### src/rtl/tpu_pkg.sv
// rtl/tpu_pkg.sv - shared types and lane-slice constants for the systolic datapath
package tpu_pkg;

    // Output-writer sequencing: wait for a tile, sweep the skewed window, flag completion.
    typedef enum logic [1:0] {
        IDLE = 2'd0,
        RUN  = 2'd1,
        DONE = 2'd2
    } sow_state_t;

    // Per-lane slice widths, common to the weight-load control and the output writer.
    localparam int LANE_DATA_W = 8;
    localparam int LANE_ADDR_W = 8;

    // Sample counter must reach ROWS+WIDTH-2, the last row of the most-delayed lane.
    function automatic int sow_cnt_width(input int rows, input int width);
        return $clog2(rows + width);
    endfunction

endpackage

### src/rtl/sys_out_lane.sv
// rtl/sys_out_lane.sv - one de-skew lane: window compare plus registered write port
//
// Ports:
//   clk, reset      clock, asynchronous active-high reset
//   run             writer is sweeping the sample window
//   cnt             sample counter shared by all lanes
//   base            latched row-0 address of the tile
//   col             this lane's slice of the skewed array output
//   wr_en/wr_addr/wr_data   registered memory write for this lane's bank
module sys_out_lane #(
    parameter int LANE   = 0,
    parameter int ROWS   = 16,
    parameter int DATA_W = 8,
    parameter int ADDR_W = 8,
    parameter int CNT_W  = 5
) (
    input  logic              clk,
    input  logic              reset,
    input  logic              run,
    input  logic [CNT_W-1:0]  cnt,
    input  logic [ADDR_W-1:0] base,
    input  logic [DATA_W-1:0] col,
    output logic              wr_en,
    output logic [ADDR_W-1:0] wr_addr,
    output logic [DATA_W-1:0] wr_data
);

    localparam logic [CNT_W:0] LANE_OFS = (CNT_W + 1)'(LANE);
    localparam logic [CNT_W:0] NUM_ROWS = (CNT_W + 1)'(ROWS);

    // Row index relative to this lane's skew. One extra bit keeps cnt < LANE
    // as a large value, so a single unsigned compare covers both window edges.
    logic [CNT_W:0] row;
    logic           hit;

    assign row = {1'b0, cnt} - LANE_OFS;
    assign hit = run && (row < NUM_ROWS);

    always_ff @(posedge clk or posedge reset) begin
        if (reset) begin
            wr_en   <= 1'b0;
            wr_addr <= '0;
            wr_data <= '0;
        end else if (hit) begin
            wr_en   <= 1'b1;
            wr_addr <= base + ADDR_W'(row[CNT_W-1:0]);   // wraps modulo 2^ADDR_W
            wr_data <= col;
        end else begin
            wr_en   <= 1'b0;
            wr_addr <= '0;
            wr_data <= '0;
        end
    end

endmodule

### src/rtl/sys_out_writer.sv
// rtl/sys_out_writer.sv - de-skews the systolic result stream into banked memory writes
//
// Ports:
//   clk, reset      clock, asynchronous active-high reset
//   start           tile start pulse, honoured only when idle
//   base_addr       row-0 address, captured with start
//   col_in          skewed array outputs, lane c at [c*DATA_W +: DATA_W]
//   wr_en           per-lane write enable
//   wr_addr         per-lane address, lane c at [c*ADDR_W +: ADDR_W]
//   wr_data         per-lane data, lane c at [c*DATA_W +: DATA_W]
//   busy            tile in progress (RUN and DONE)
//   done            one-cycle pulse after the final write
module sys_out_writer
    import tpu_pkg::*;
#(
    parameter int WIDTH  = 16,
    parameter int ROWS   = 16,
    parameter int DATA_W = LANE_DATA_W,
    parameter int ADDR_W = LANE_ADDR_W
) (
    input  logic                     clk,
    input  logic                     reset,
    input  logic                     start,
    input  logic [ADDR_W-1:0]        base_addr,
    input  logic [WIDTH*DATA_W-1:0]  col_in,
    output logic [WIDTH-1:0]         wr_en,
    output logic [WIDTH*ADDR_W-1:0]  wr_addr,
    output logic [WIDTH*DATA_W-1:0]  wr_data,
    output logic                     busy,
    output logic                     done
);

    localparam int              CNT_W    = sow_cnt_width(ROWS, WIDTH);
    localparam logic [CNT_W-1:0] CNT_LAST = CNT_W'(ROWS + WIDTH - 2);

    sow_state_t        state;
    logic [CNT_W-1:0]  cnt;
    logic [ADDR_W-1:0] base_q;
    logic              run;

    assign run = (state == RUN);

    always_ff @(posedge clk or posedge reset) begin
        if (reset) begin
            state  <= IDLE;
            cnt    <= '0;
            base_q <= '0;
            busy   <= 1'b0;
            done   <= 1'b0;
        end else begin
            done <= 1'b0;
            case (state)
                IDLE: begin
                    if (start) begin
                        state  <= RUN;
                        cnt    <= '0;
                        base_q <= base_addr;
                        busy   <= 1'b1;
                    end
                end
                RUN: begin
                    cnt <= cnt + CNT_W'(1);
                    // Last sample belongs to the most-delayed lane; its write lands in DONE.
                    if (cnt == CNT_LAST) begin
                        state <= DONE;
                    end
                end
                DONE: begin
                    state <= IDLE;
                    busy  <= 1'b0;
                    done  <= 1'b1;
                end
                default: begin
                    state <= IDLE;
                    busy  <= 1'b0;
                end
            endcase
        end
    end

    for (genvar c = 0; c < WIDTH; c++) begin : g_lane
        sys_out_lane #(
            .LANE   (c),
            .ROWS   (ROWS),
            .DATA_W (DATA_W),
            .ADDR_W (ADDR_W),
            .CNT_W  (CNT_W)
        ) u_lane (
            .clk     (clk),
            .reset   (reset),
            .run     (run),
            .cnt     (cnt),
            .base    (base_q),
            .col     (col_in[c*DATA_W +: DATA_W]),
            .wr_en   (wr_en[c]),
            .wr_addr (wr_addr[c*ADDR_W +: ADDR_W]),
            .wr_data (wr_data[c*DATA_W +: DATA_W])
        );
    end

endmodule

### config.mk
export PLATFORM = sky130hd
export DESIGN_NAME = sys_out_writer
export DESIGN_NICKNAME = d
export VERILOG_FILES = /design/src/rtl/tpu_pkg.sv /design/src/rtl/sys_out_lane.sv /design/src/rtl/sys_out_writer.sv
export SDC_FILE = /design/constraint.sdc
export NUM_CORES = 1
export LEC_CHECK = 0
export BUFFER_PORTS_ARGS = -buffer_cell sky130_fd_sc_hd__buf_2
export CAP_MARGIN = 20
export CORE_MARGIN = 10
export CORE_UTILIZATION = 40
export DETAILED_ROUTE_END_ITERATION = 6
export PLACE_DENSITY = 0.76
export SLEW_MARGIN = 20
export SYNTH_ARGS = -nofsm -noshare
export SYNTH_HDL_FRONTEND = slang
export SYNTH_SLANG_ARGS = --single-unit
### constraint.sdc
create_clock -name clk -period 19.4 [get_ports clk]
set_input_delay 3.88 -clock clk [delete_from_list [all_inputs] [get_ports clk]]
set_output_delay 3.88 -clock clk [all_outputs]
set_load 0.005 [all_outputs]
# Yosys cells after proc, flatten, opt, wreduce, memory -nomap -nowiden
# Index checks and enable logic that the tools add are counted.
[word_totals]
ff_bits = 289
inputBits = 139
output_inout_bits = 274
elab_cells = 185
[op_classes]
add_sub_neg = 32
magnitude_cmp = 16
eq_ne = 5
mux = 56
n_bitwise = 1
n_reduce_logical = 22
[ops]
columns = ["cell", "count"]
rows = [
  ["$mux W8", 32],
  ["$add A8 B5 Y8", 16],
  ["$lt A6 B5 Y1 const B", 15],
  ["$sub A5 B4 Y6 const B", 8],
  ["$sub A5 B3 Y6 const B", 4],
  ["$mux W1", 18],
  ["$logic_and A1 B1 Y1", 16],
  ["$sub A5 B2 Y6 const B", 2],
  ["$pmux W5 S2", 1],
  ["$reduce_and A2 Y1", 4],
  ["$sub A5 B1 Y6 const B", 1],
  ["$add A5 B1 Y5 const B", 1],
  ["$eq A5 B5 Y1 const B", 1],
  ["$lt A5 B5 Y1 const B", 1],
  ["$mux W5", 1],
  ["$mux W2", 2],
  ["$ne A2 B2 Y1 const B", 2],
  ["$pmux W2 S2", 1],
  ["$eq A2 B1 Y1 const B", 1],
  ["$eq A2 B2 Y1 const B", 1],
  ["$logic_not A2 Y1", 1],
  ["$pmux W1 S2", 1],
  ["$reduce_bool A2 Y1", 1],
  ["$not A1 Y1", 1],
]

# Longest topological paths before layout
# Gate-level depths: netlist (run 1).
[depth]
word_depth = 4
ltp_mapped = 12
mapped_depth_nobuf = 10

# By module
# Synthesis (run 1) repeated with hierarchy kept, for this count alone.
[unflattened]
cells_unflattened = 1295
hier_area_um2 = 14378.8
[modules_own_cells]
columns = ["mod", "instances", "cells_per_inst", "area_per_inst_um2", "seq_area_each_um2"]
rows = [
  ["sys_out_lane at g_lane[5].u_lane", 1, 86, 930.9, 425.4],
  ["sys_out_lane at g_lane[13].u_lane", 1, 81, 922.1, 425.4],
  ["sys_out_lane at g_lane[1].u_lane", 1, 79, 892.1, 425.4],
  ["sys_out_lane at g_lane[6].u_lane", 1, 74, 873.3, 425.4],
  ["sys_out_lane at g_lane[3].u_lane", 1, 79, 870.8, 425.4],
  ["sys_out_lane at g_lane[14].u_lane", 1, 73, 857.1, 425.4],
  ["sys_out_lane at g_lane[2].u_lane", 1, 78, 854.6, 425.4],
  ["sys_out_lane at g_lane[9].u_lane", 1, 81, 852.1, 425.4],
  ["sys_out_lane at g_lane[11].u_lane", 1, 77, 843.3, 425.4],
  ["sys_out_lane at g_lane[7].u_lane", 1, 80, 843.3, 425.4],
  ["sys_out_lane at g_lane[15].u_lane", 1, 77, 835.8, 425.4],
  ["sys_out_lane at g_lane[12].u_lane", 1, 71, 833.3, 425.4],
  ["sys_out_lane at g_lane[10].u_lane", 1, 75, 829.5, 425.4],
  ["sys_out_lane at g_lane[8].u_lane", 1, 68, 820.8, 425.4],
  ["+3 rows", "--", "--", "--", "--"],
]

# Worst setup path before layout (run 1)
# No wires, ideal clock.
[synth_timing]
path_kind = "input to register"
start = "input port start"
end = "register base_q[0]"
setup_time_ns = 0.125
t_arrival_ns = 4.700
required_time_ns = 19.275
setup_slack_ns = 14.575
stages = 4
n_path_buf = 2
cell_sequence = "and3_1 clkbuf_1 buf_2 mux2_2"
[synth_via]
elab_chain_len = 1
[synth_lines]
columns = ["item", "line_no", "source"]
rows = [
  ["from (decl)", "sys_out_writer.sv:23", "input logic start,"],
  ["$reduce_and A2 Y1 (no source line)", "--", ""],
  ["to (signal assigned)", "sys_out_writer.sv:57", "base_q <= base_addr;"],
  ["to (decl)", "sys_out_writer.sv:38", "logic [ADDR_W-1:0] base_q;"],
]
# No other way between the ends.
# A chain may end at the register's enable or synchronous reset.

==> results of run 1 <==
-- final cells by class --
class	count	share of cell area [%]
Sequential cell	289	44.41
Multi-Input combinational cell	751	31.33
Timing Repair Buffer	420	13.15
Clock buffer	47	5.962
Tap cell	402	3.089
Inverter	47	1.183
Clock inverter	11	0.7913
Antenna cell	5	0.07683
-- worst max-delay path: stages --
cell and delay, ns:
buf_2 0.13, inv_8 0.57, buf_12 0.59
-- placed cells by master (no fill, tap or decap), types with 3 or more instances in the layout --
cell	instances
inv_2	8
buf_2	412
nor2_1	86
mux2i_1	8
o31ai_1	12
a21o_1	17
nor3_1	38
a31o_2	12
nor2b_1	14
xor2_1	19
mux2_2	5
and2_1	111
clkbuf_1	7
clkinvlp_4	4
xnor2_1	35
ha_1	62
dfrtp_1	288
nand2b_1	7
nand2_1	59
clkinv_2	3
a21oi_1	48
buf_4	6
nand3_1	35
clkbuf_8	5
clkbuf_16	35
diode_2	5
nand2_2	3
a211oi_1	7
o21ai_0	16
o21a_1	31
nand4_1	13
or3_1	5
o2111ai_1	15
and3_1	36
inv_1	34
or4_1	3
fa_1	4
or2_2	5
-- worst paths after layout --
kind | slack (ns) | start | cells past startpoint | end
worst max register to register | 15.52 | cnt[3] | 10 | g_lane[2].u_lane.wr_addr[7]
worst min register to register | 0.49 | busy | 1 | busy
worst max-delay path | 14.41 | reset | 3 | g_lane[12].u_lane.wr_addr[4]
worst min-delay path | 0.49 | busy | 1 | busy
max in group clk | 14.46 | g_lane[11].u_lane.wr_data[2] | 1 | wr_data[90]
min in group asynchronous | 3.52 | reset | 2 | g_lane[11].u_lane.wr_data[4]
-- power breakdown --
part	leakage (nW)	switching (mW)	total, mW	internal (mW)
clock	0.527	0.245	0.623	0.378
combinational	4.41	1.14	1.87	0.731
sequential	3.88	0.0910	0.878	0.787
-- kinds of logic (layout without fill, tap and decap cells) --
group	count (synthesis)	after routing	synth area share [%]
AO/OA/AOI/OAI	190	190	10.64
flip-flops	289	289	56.17
adder cells (fa/ha/maj)	66	66	6.647
multiplexers	13	13	1.059
XOR/XNOR	54	54	3.673
other	0	5	0
AND/OR/NAND/NOR	428	428	17.61
buffers and inverters	107	525	4.208
-- registers in the layout, indices dropped and copies added, names as in the netlist --
| register | flops |
|---|---|
| state | 2 |
| base_q | 8 |
| g_lane.u_lane.wr_data | 128 |
| cnt | 5 |
| g_lane.u_lane.wr_en | 16 |
| g_lane.u_lane.wr_addr | 128 |
| done | 1 |
| busy | 1 |
-- metal layers --
metal	up-vias	track usage (%)	part of all wire, %
li1	4700	-	-
met1	4914	22.43	38
met2	438	33.12	49
met3	91	6.442	9.7
met4	6	8.665	3.3
met5	-	0	0.12
-- per-stage QoR --
step	hold slack (ns)	power, mW	util [%]	setup slack (ns)	cell area, um2
finish	0.4876	3.370	51.48	14.41	16290
global route	0.5123	3.640	51.46	14.13	16280
global placement	0.4600	2.697	47.91	13.87	15160
detailed placement	0.4705	2.743	47.91	13.81	15160
floorplan	0.4773	2.173	-	7.543	12880
CTS	0.4939	3.389	51.39	14.36	16260
==> impl_metrics.py, run 1 <==
metrics = {
    "status": {
        "status": "complete, no violations",
    },
    "worst_setup_path": {
        "cp_data_required_time_ns": 19.93,
        "worst_setup_path_start_kind": "primary input",
        "worstPathArrival_ns": 5.52,
        "crit_type": "in -> async",
        "crit_path_end_kind": "asynchronous set/reset pin",
        "cp_max_fo": 151,
    },
    "synthesis": {
        "synth_async_sr_flop_share_pct": 100.0,
        "synth_fp_nets": 1352,
        "synthDominantCellAreaShare_pct": 56.17,
        "synth_cells": 1147,
        "synth_most_common_cell": "dfrtp_1",
        "synth-seq-cells": 289,
        "ys.flop_type": "dfrtp_1",
        "yosys.cell_types.count": 75,
        "syn-mean-instance-area_um2": 11.23,
        "ys_seq_area_share_pct": 56.17,
        "synth_area_leaders": "dfrtp_1 56%, ha_1 6.0%, and2_1 5.3%, nor2_1 2.5%, xnor2_1 2.4%",
        "syn_area_mm2": 0.01288,
        "synth-edff-count": 0,
        "synth_top_cell_by_area": "dfrtp_1",
        "ys_warn_count": 0,
        "synth_common_cells": "289 x dfrtp_1, 110 x and2_1, 86 x nor2_1",
    },
    "global_routing": {
        "grt_max_degree": 152,
        "grt.overflow.total": 0,
        "grt_antenna_before_repair": 8,
        "grt.total_usage_pct": 19.68,
        "grt_pass1_wl_um": 60830,
        "first_global_vias": 10640,
    },
    "detailed_routing": {
        "dr.pass1.iters": 5,
        "wl_um": 40460,
        "drt_iter0_drc": 525,
        "wl_per_cell_um": 20.52,
        "vias": 10150,
        "viasPerCell": 5.147,
        "postRouteAntennaNets": 0,
        "drc": 0,
    },
    "finish": {
        "instances_no_fill": 1972,
        "seq_area_mm2": 0.007233,
        "syn_to_final_growth_pct": 26.48,
        "fin_nets": 1748,
        "n_fill_cell": 2802,
        "multi_input_area_mm2": 0.005102,
        "drive_gt1_share_pct": 33.67,
    },
    "timing": {
        "setup_viol": 0,
        "hold_viol": 0,
        "finalMaxSlewViolations": 0,
        "fin_crit_ns": 4.992,
        "rsz0062_at_grt": "false",
        "tns_ns": 0,
        "skew_ns": 0.02417,
        "fmax_ghz": 0.2003,
        "worst_slew_pin_slew_ns": 0.9602,
        "fin_crit_sh_pct": 25.73,
        "max-slew-margin-rel_pct": 35.53,
    },
    "clock_network": {
        "cts_made_buffers": 34,
        "cts_resized": 0,
        "ctsLongestPathBuffers": 3,
        "clock_sinks": 289,
        "cts_tree": "built",
        "insertion_delay_ns": 0.51,
        "cts-root-buf": "clkbuf_16",
        "post_cts_buffers": 0,
        "cts.clk_slew.worst_paths_ns": 0.06,
        "h-tree-depth": 2,
        "ctsHoldBuffers": 0,
    },
    "power_and_ir_drop": {
        "p_leak_nw": 8.814,
        "ir_drop_mv": 0.08678,
        "powerDensity_mw_per_mm2": 206.9,
    },
    "placed_design": {
        "hpwl_um": 29920,
        "place.gp.congestion": 0.8949,
        "placed_cells": 1908,
        "io_buffers": 412,
    },
    "floorplanning": {
        "die-area_mm2": 0.03977,
        "coreArea_mm2": 0.03164,
        "die_y_um": 199.4,
        "die_w_um": 199.4,
        "num_rows": 65,
        "initial_core_util_pct": 40.70,
        "io_pins": 413,
    },
    "hold_path": {
        "hp-class": "reg -> reg",
    },
    "flow_run": {
        "cap_violations": 0,
    },
}
Note: power is estimated with default switching activity, not from simulation.
==> inputs of run 2 (changes only) <==
==> constraint.sdc (replaced) <==
create_clock -name clk -period 5.2 [get_ports clk]
set_input_delay 1.04 -clock clk [delete_from_list [all_inputs] [get_ports clk]]
set_output_delay 1.04 -clock clk [all_outputs]
set_load 0.005 [all_outputs]
==> run 2 against run 1 <==
Compared with the run above: via count down 0.34%; largest power group unchanged; critical path depth up 7; die area unchanged; design area down 0.17%; largest cell class unchanged; clock skew up 0.0098 ns; critical path type is now reg -> reg; global-route usage about the same; first-iteration DRC count up 17%.
==> impl_metrics.py, run 2 (same netlist as run 1, synthesis figures left out) <==
metrics = {
    "status": {
        "status": "complete, no violations",
    },
    "worst_setup_path": {
        "cp_max_fo": 16,
        "worstPathArrival_ns": 4.21,
        "max_stage_delay_ns": 0.80,
        "crit_slowest_cell": "xnor2_1",
        "cp_data_required_time_ns": 5.64,
        "worst_setup_path_start_kind": "flop",
        "crit_path_end_kind": "flop",
        "crit_type": "reg -> reg",
        "crit_chain": "inv_1, ha_1, a21boi_0, xnor2_1, inv_1, ha_1, nand2_1, o31ai_1, nand2_1, mux2i_1",
    },
    "floorplanning": {
        "coreArea_mm2": 0.03164,
        "die_y_um": 199.4,
        "die_w_um": 199.4,
        "io_pins": 413,
        "num_rows": 65,
        "initial_core_util_pct": 40.70,
        "die-area_mm2": 0.03977,
    },
    "power_and_ir_drop": {
        "powerDensity_mw_per_mm2": 775.0,
        "ir_drop_mv": 0.3263,
        "p_leak_nw": 8.790,
    },
    "detailed_routing": {
        "viasPerCell": 5.147,
        "dr.pass1.iters": 5,
        "drc": 0,
        "wl_um": 40960,
        "vias": 10110,
        "wl_per_cell_um": 20.85,
        "drt_iter0_drc": 612,
        "postRouteAntennaNets": 0,
    },
    "finish": {
        "reg_top3": "g_lane.u_lane.wr_addr: 128 flops, g_lane.u_lane.wr_data: 128 flops, g_lane.u_lane.wr_en: 16 flops",
        "syn_to_final_growth_pct": 26.27,
        "fin_nets": 1741,
        "most-common-layout-cells": "412 x buf_2, 288 x dfrtp_1, 110 x and2_1",
        "n_fill_cell": 2801,
        "drive_gt1_share_pct": 33.72,
        "final_common_cell": "buf_2",
    },
    "timing": {
        "rsz0062_at_grt": "false",
        "fin_crit_ns": 3.768,
        "worst_slew_pin_slew_ns": 1.059,
        "hold_viol": 0,
        "fin_crit_sh_pct": 72.46,
        "fin_ws_ns": 1.432,
        "setup_viol": 0,
        "fmax_ghz": 0.2654,
        "skew_ns": 0.03400,
        "max-slew-margin-rel_pct": 28.95,
        "tns_ns": 0,
        "finalMaxSlewViolations": 0,
    },
    "clock_network": {
        "insertion_delay_ns": 0.59,
        "cts.clk_slew.worst_paths_ns": 0.06,
        "post_cts_buffers": 0,
        "clock_sinks": 289,
        "cts-root-buf": "clkbuf_16",
        "ctsHoldBuffers": 0,
        "cts_made_buffers": 30,
        "h-tree-depth": 1,
        "cts_tree": "built",
        "cts_resized": 0,
        "ctsLongestPathBuffers": 3,
    },
    "placed_design": {
        "place.gp.congestion": 0.9096,
        "dp_slack_ns": 1.497,
        "hpwl_um": 30590,
        "io_buffers": 412,
    },
    "flow_run": {
        "cap_violations": 0,
    },
    "global_routing": {
        "grt.overflow.total": 0,
        "grt.total_usage_pct": 19.64,
        "grt_pass1_wl_um": 60650,
        "grt_antenna_before_repair": 5,
        "first_global_vias": 10420,
        "grt_max_degree": 148,
    },
    "hold_path": {
        "hp-class": "in -> async",
    },
}
-- run 2: changes by cell type in the layout (fill, tap and decap cells not counted), moves of 2 or more --
| cell | change |
|---|---|
| clkinvlp_4 | +2 |
| clkbuf_8 | +3 |
| clkbuf_1 | -2 |
| clkbuf_16 | -5 |
| bufinv_16 | +2 |
| diode_2 | -2 |
| inv_8 | -2 |
| buf_4 | -3 |
-- run 2: layout make-up --
| cell class | count | area, um2 | area share [%] |
|---|---|---|---|
| Clock buffer | 43 | 879.6 | 5.410 |
| Tap cell | 402 | 503.0 | 3.094 |
| Clock inverter | 13 | 210.2 | 1.293 |
| Sequential cell | 289 | 7233 | 44.49 |
| Inverter | 47 | 188.9 | 1.162 |
| Multi-Input combinational cell | 751 | 5111 | 31.44 |
| Antenna cell | 3 | 7.507 | 0.04618 |
| Timing Repair Buffer | 417 | 2125 | 13.07 |
-- run 2: power by group --
group          total, mW  switching (mW)  internal (mW)
clock network       2.30           0.917           1.38
registers           3.30           0.369           2.93
logic               7.00            4.28           2.72
total               12.6            5.57           7.03
-- run 2: through the flow --
stage	utilization [%]	power (mW)	instances	hold WS (ns)	instance area, um2
after CTS	51.34	12.67	1962	0.3372	16240
after floorplan	-	8.108	1147	0.4773	12880
after global placement	47.89	10.09	1906	0.4597	15150
final	51.39	12.60	1965	0.3651	16260
after detailed placement	47.89	10.31	1906	0.4765	15150
after global routing	51.38	13.57	1964	0.3391	16260
-- run 2: routing by layer --
layer	GRT usage (%)	routed length (um)	vias up
met1	21.99	15410	4971
met2	34.88	20610	391
met3	6.224	3835	66
met5	0	13	-
met4	5.917	1092	2
li1	-	-	4684
-- run 2: worst max-delay path: cells and delay by family (launching register included) --
kind                     cells  cell delay, ns
adder cells (fa/ha/maj)      2            0.77
AND/OR/NAND/NOR              2            0.20
buffers and inverters        2            0.48
flip-flops                   1            0.77
multiplexers                 1            0.14
AO/OA/AOI/OAI                2            0.48
XOR/XNOR                     1            0.80
-- run 2: path summary, 6_finish.rpt --
path / startpoint / endpoint / slack [ns] / cells past startpoint
max: cnt[3] / g_lane[2].u_lane.wr_addr[7] / 1.43 / 10
max reg2reg: cnt[3] / g_lane[2].u_lane.wr_addr[7] / 1.43 / 10
min reg2reg: busy / busy / 0.48 / 1
min in group clk: busy / busy / 0.48 / 1
max in group asynchronous: reset / g_lane[11].u_lane.wr_addr[4] / 3.78 / 3
min: reset / g_lane[11].u_lane.wr_data[2] / 0.37 / 2
==> inputs of run 3 (changes only) <==
--- a/config.mk
+++ b/config.mk
@@ -5,12 +5,13 @@
 export SDC_FILE = /design/constraint.sdc
 export NUM_CORES = 1
 export LEC_CHECK = 0
+export ABC_AREA = 1
 export BUFFER_PORTS_ARGS = -buffer_cell sky130_fd_sc_hd__buf_2
 export CAP_MARGIN = 20
 export CORE_MARGIN = 10
 export CORE_UTILIZATION = 40
 export DETAILED_ROUTE_END_ITERATION = 6
-export PLACE_DENSITY = 0.76
+export PLACE_DENSITY = 0.78
 export SLEW_MARGIN = 20
 export SYNTH_ARGS = -nofsm -noshare
 export SYNTH_HDL_FRONTEND = slang
==> constraint.sdc (replaced) <==
create_clock -name clk -period 3.34 [get_ports clk]
set_input_delay 0.668 -clock clk [delete_from_list [all_inputs] [get_ports clk]]
set_output_delay 0.668 -clock clk [all_outputs]
set_load 0.005 [all_outputs]
==> run 3 against run 2 <==
Compared with the run above: maximum frequency increased by 34%; synthesized cell count increased by 32%; first-iteration DRC count decreased by 7.7%; area after synthesis increased by 4.1%; global-route usage increased by 0.31 points; routed wire length increased by 3.1%; cell count increased by 22%; setup slack got worse by 0.91 ns; register-to-register slack got worse by 0.91 ns; utilization increased by 0.17 points; critical path depth increased by 2; critical path type unchanged; critical endpoint is now g_lane[3].u_lane.wr_addr[6]; largest power group unchanged.
==> impl_metrics.py, run 3 <==
metrics = {
    "finish": {
        "fin_area_mm2": 0.01690,
        "fin_nets": 2130,
        "multi_input_area_mm2": 0.004930,
        "final_common_cell": "buf_2",
        "seq_area_mm2": 0.007232,
        "drive_gt1_share_pct": 28.72,
        "n_fill_cell": 3054,
        "antenna_cells": 0,
        "reg_top3": "g_lane.u_lane.wr_addr: 128 flops, g_lane.u_lane.wr_data: 128 flops, g_lane.u_lane.wr_en: 16 flops",
        "instances_no_fill": 2392,
        "syn_to_final_growth_pct": 26.15,
        "most-common-layout-cells": "412 x buf_2, 297 x nand2_1, 297 x nor2_1",
    },
    "worst_setup_path": {
        "crit_path_end_kind": "flop",
        "r2r_cells": 12,
        "crit_type": "reg -> reg",
        "worst_setup_path_start_kind": "flop",
        "rrSetupSlack_ns": 0.52,
        "reg2reg_to": "g_lane[3].u_lane.wr_addr[6]",
        "cp_max_fo": 11,
        "r2r-start": "cnt[1]",
        "cp_data_required_time_ns": 3.76,
        "worstPathArrival_ns": 3.24,
    },
    "clock_network": {
        "cts_tree": "built",
        "insertion_delay_ns": 0.58,
        "ctsLongestPathBuffers": 3,
        "cts-root-buf": "clkbuf_16",
        "cts_made_buffers": 31,
        "cts.clk_slew.worst_paths_ns": 0.07,
        "post_cts_buffers": 0,
        "cts_resized": 0,
        "ctsHoldBuffers": 0,
        "h-tree-depth": 1,
        "clock_sinks": 289,
    },
    "detailed_routing": {
        "vias": 11140,
        "drc": 0,
        "viasPerCell": 4.656,
        "dr.pass1.iters": 7,
        "wl_per_cell_um": 17.66,
        "drt_iter0_drc": 565,
        "wl_um": 42240,
        "postRouteAntennaNets": 0,
    },
    "floorplanning": {
        "initial_core_util_pct": 40.87,
        "die-area_mm2": 0.04122,
        "num_rows": 66,
        "die_y_um": 203.0,
        "die_w_um": 203.0,
        "coreArea_mm2": 0.03278,
        "io_pins": 413,
    },
    "synthesis": {
        "ys.flop_type": "dfrtp_1",
        "syn_area_mm2": 0.01340,
        "yosys.cell_types.count": 33,
        "synth_cells": 1515,
        "synth_top_cell_by_area": "dfrtp_1",
        "syn-mean-instance-area_um2": 8.844,
        "synth_fp_nets": 1720,
        "synth_area_leaders": "dfrtp_1 54%, nand2_1 8.3%, nor2_1 8.3%, inv_1 6.1%, ha_1 5.8%",
        "synth-seq-cells": 289,
        "synth-edff-count": 0,
        "synth_common_cells": "297 x nand2_1, 297 x nor2_1, 289 x dfrtp_1",
        "ys_warn_count": 0,
        "ys_seq_area_share_pct": 53.97,
        "synthDominantCellAreaShare_pct": 53.97,
        "synth_async_sr_flop_share_pct": 100.0,
    },
    "timing": {
        "finalMaxSlewViolations": 0,
        "worst_slew_pin_slew_ns": 0.9997,
        "skew_ns": 0.03023,
        "fin_crit_ns": 2.815,
        "max-slew-margin-rel_pct": 33.28,
        "rsz0062_at_grt": "false",
        "setup_viol": 0,
        "hold_viol": 0,
        "fmax_ghz": 0.3552,
        "fin_crit_sh_pct": 84.29,
    },
    "hold_path": {
        "hp-class": "in -> async",
    },
    "flow_run": {
        "cap_violations": 0,
    },
    "power_and_ir_drop": {
        "powerDensity_mw_per_mm2": 1146,
        "ir_drop_mv": 0.4732,
        "p_leak_nw": 10.28,
    },
    "placed_design": {
        "hpwl_um": 32300,
        "io_buffers": 412,
        "place_area_mm2": 0.01585,
        "placed_cells": 2334,
        "place.gp.congestion": 0.9362,
    },
    "global_routing": {
        "first_global_vias": 11540,
        "grt_pass1_wl_um": 65010,
        "grt_max_degree": 58,
        "grt.total_usage_pct": 19.95,
        "grt.overflow.total": 0,
        "grt_antenna_before_repair": 0,
    },
    "status": {
        "status": "complete, no violations",
    },
}
run 3: changes by cell type in the layout (fill, tap and decap cells not counted), moves of 38 or more:
cell	change
nor3_1	-38
nor2_1	+211
inv_1	+181
nand3_1	+42
nand2_1	+238
and2_1	-104
run 3: worst max-delay path, cell delays in order (launching register included):
cell and delay [ns]:
dfrtp_1 0.59, inv_1 0.28, ha_1 0.41, inv_1 0.11, fa_1 0.55, inv_1 0.17, nand2_1 0.13, nand2_1 0.10
nand3b_1 0.09, nand2_1 0.07, nand2_1 0.05, nand2_1 0.07, nor2_1 0.04
run 3: cell families after synthesis:
group                      after synthesis  synth area share, %
adders and majority gates               66                6.387
AOI/OAI and AO/OA                       65                2.484
xor gates and xnor gates                46                3.119
DFF                                    289                53.97
and+or+nand+nor                        765                24.80
buffers and inverters                  284                9.235
run 3: per-layer routing:
layer / global-route usage [%] / vias to the layer above / part of all wire [%]
met5: 0 / - / 0
met2: 35.16 / 380 / 50
li1: - / 5377 / -
met3: 3.996 / 74 / 6.4
met1: 23.72 / 5306 / 41
met4: 6.875 / 0 / 2.9
run 3: worst max path at each step:
| stage | start | endpoint | slack, ns | depth (start not counted) |
|---|---|---|---|---|
| 2_1_floorplan | reset | base_q[0] | -1.16 | 1 |
| 3_3_place_gp | cnt[1] | g_lane[3].u_lane.wr_addr[6] | 0.58 | 12 |
| 3_5_place_dp | cnt[1] | g_lane[3].u_lane.wr_addr[6] | 0.56 | 12 |
| 4_1_cts | cnt[1] | g_lane[3].u_lane.wr_addr[6] | 0.53 | 12 |
| 5_1_grt | cnt[1] | g_lane[13].u_lane.wr_addr[6] | 0.27 | 11 |
| 6_report | cnt[1] | g_lane[3].u_lane.wr_addr[6] | 0.52 | 12 |
run 3: final cells by class:
class                           instances  share of cell area [%]
Clock buffer                           40                   4.967
Clock inverter                         18                   1.281
Inverter                              230                   5.189
Multi-Input combinational cell        942                   29.17
Sequential cell                       289                   42.79
Tap cell                              442                   3.272
Timing Repair Buffer                  431                   13.34
run 3: power breakdown:
group / internal, mW / switching [mW] / leakage (nW)
clock network: 2.10 / 1.43 / 0.513
registers: 4.58 / 0.519 / 3.89
logic: 3.80 / 6.94 / 5.88
run 3: through the flow:
stage	setup slack (ns)	utilization, %	total power [mW]	TNS [ns]	hold WS (ns)
detailed placement	0.5640	48.34	15.90	0	0.4510
global placement	0.5840	48.34	15.63	0	0.4633
floorplan	-1.161	-	12.49	-335.59	0.4228
global route	0.2720	51.56	21.07	0	0.2820
CTS	0.5287	51.56	19.54	0	0.2681
finish	0.5247	51.56	19.37	0	0.2777
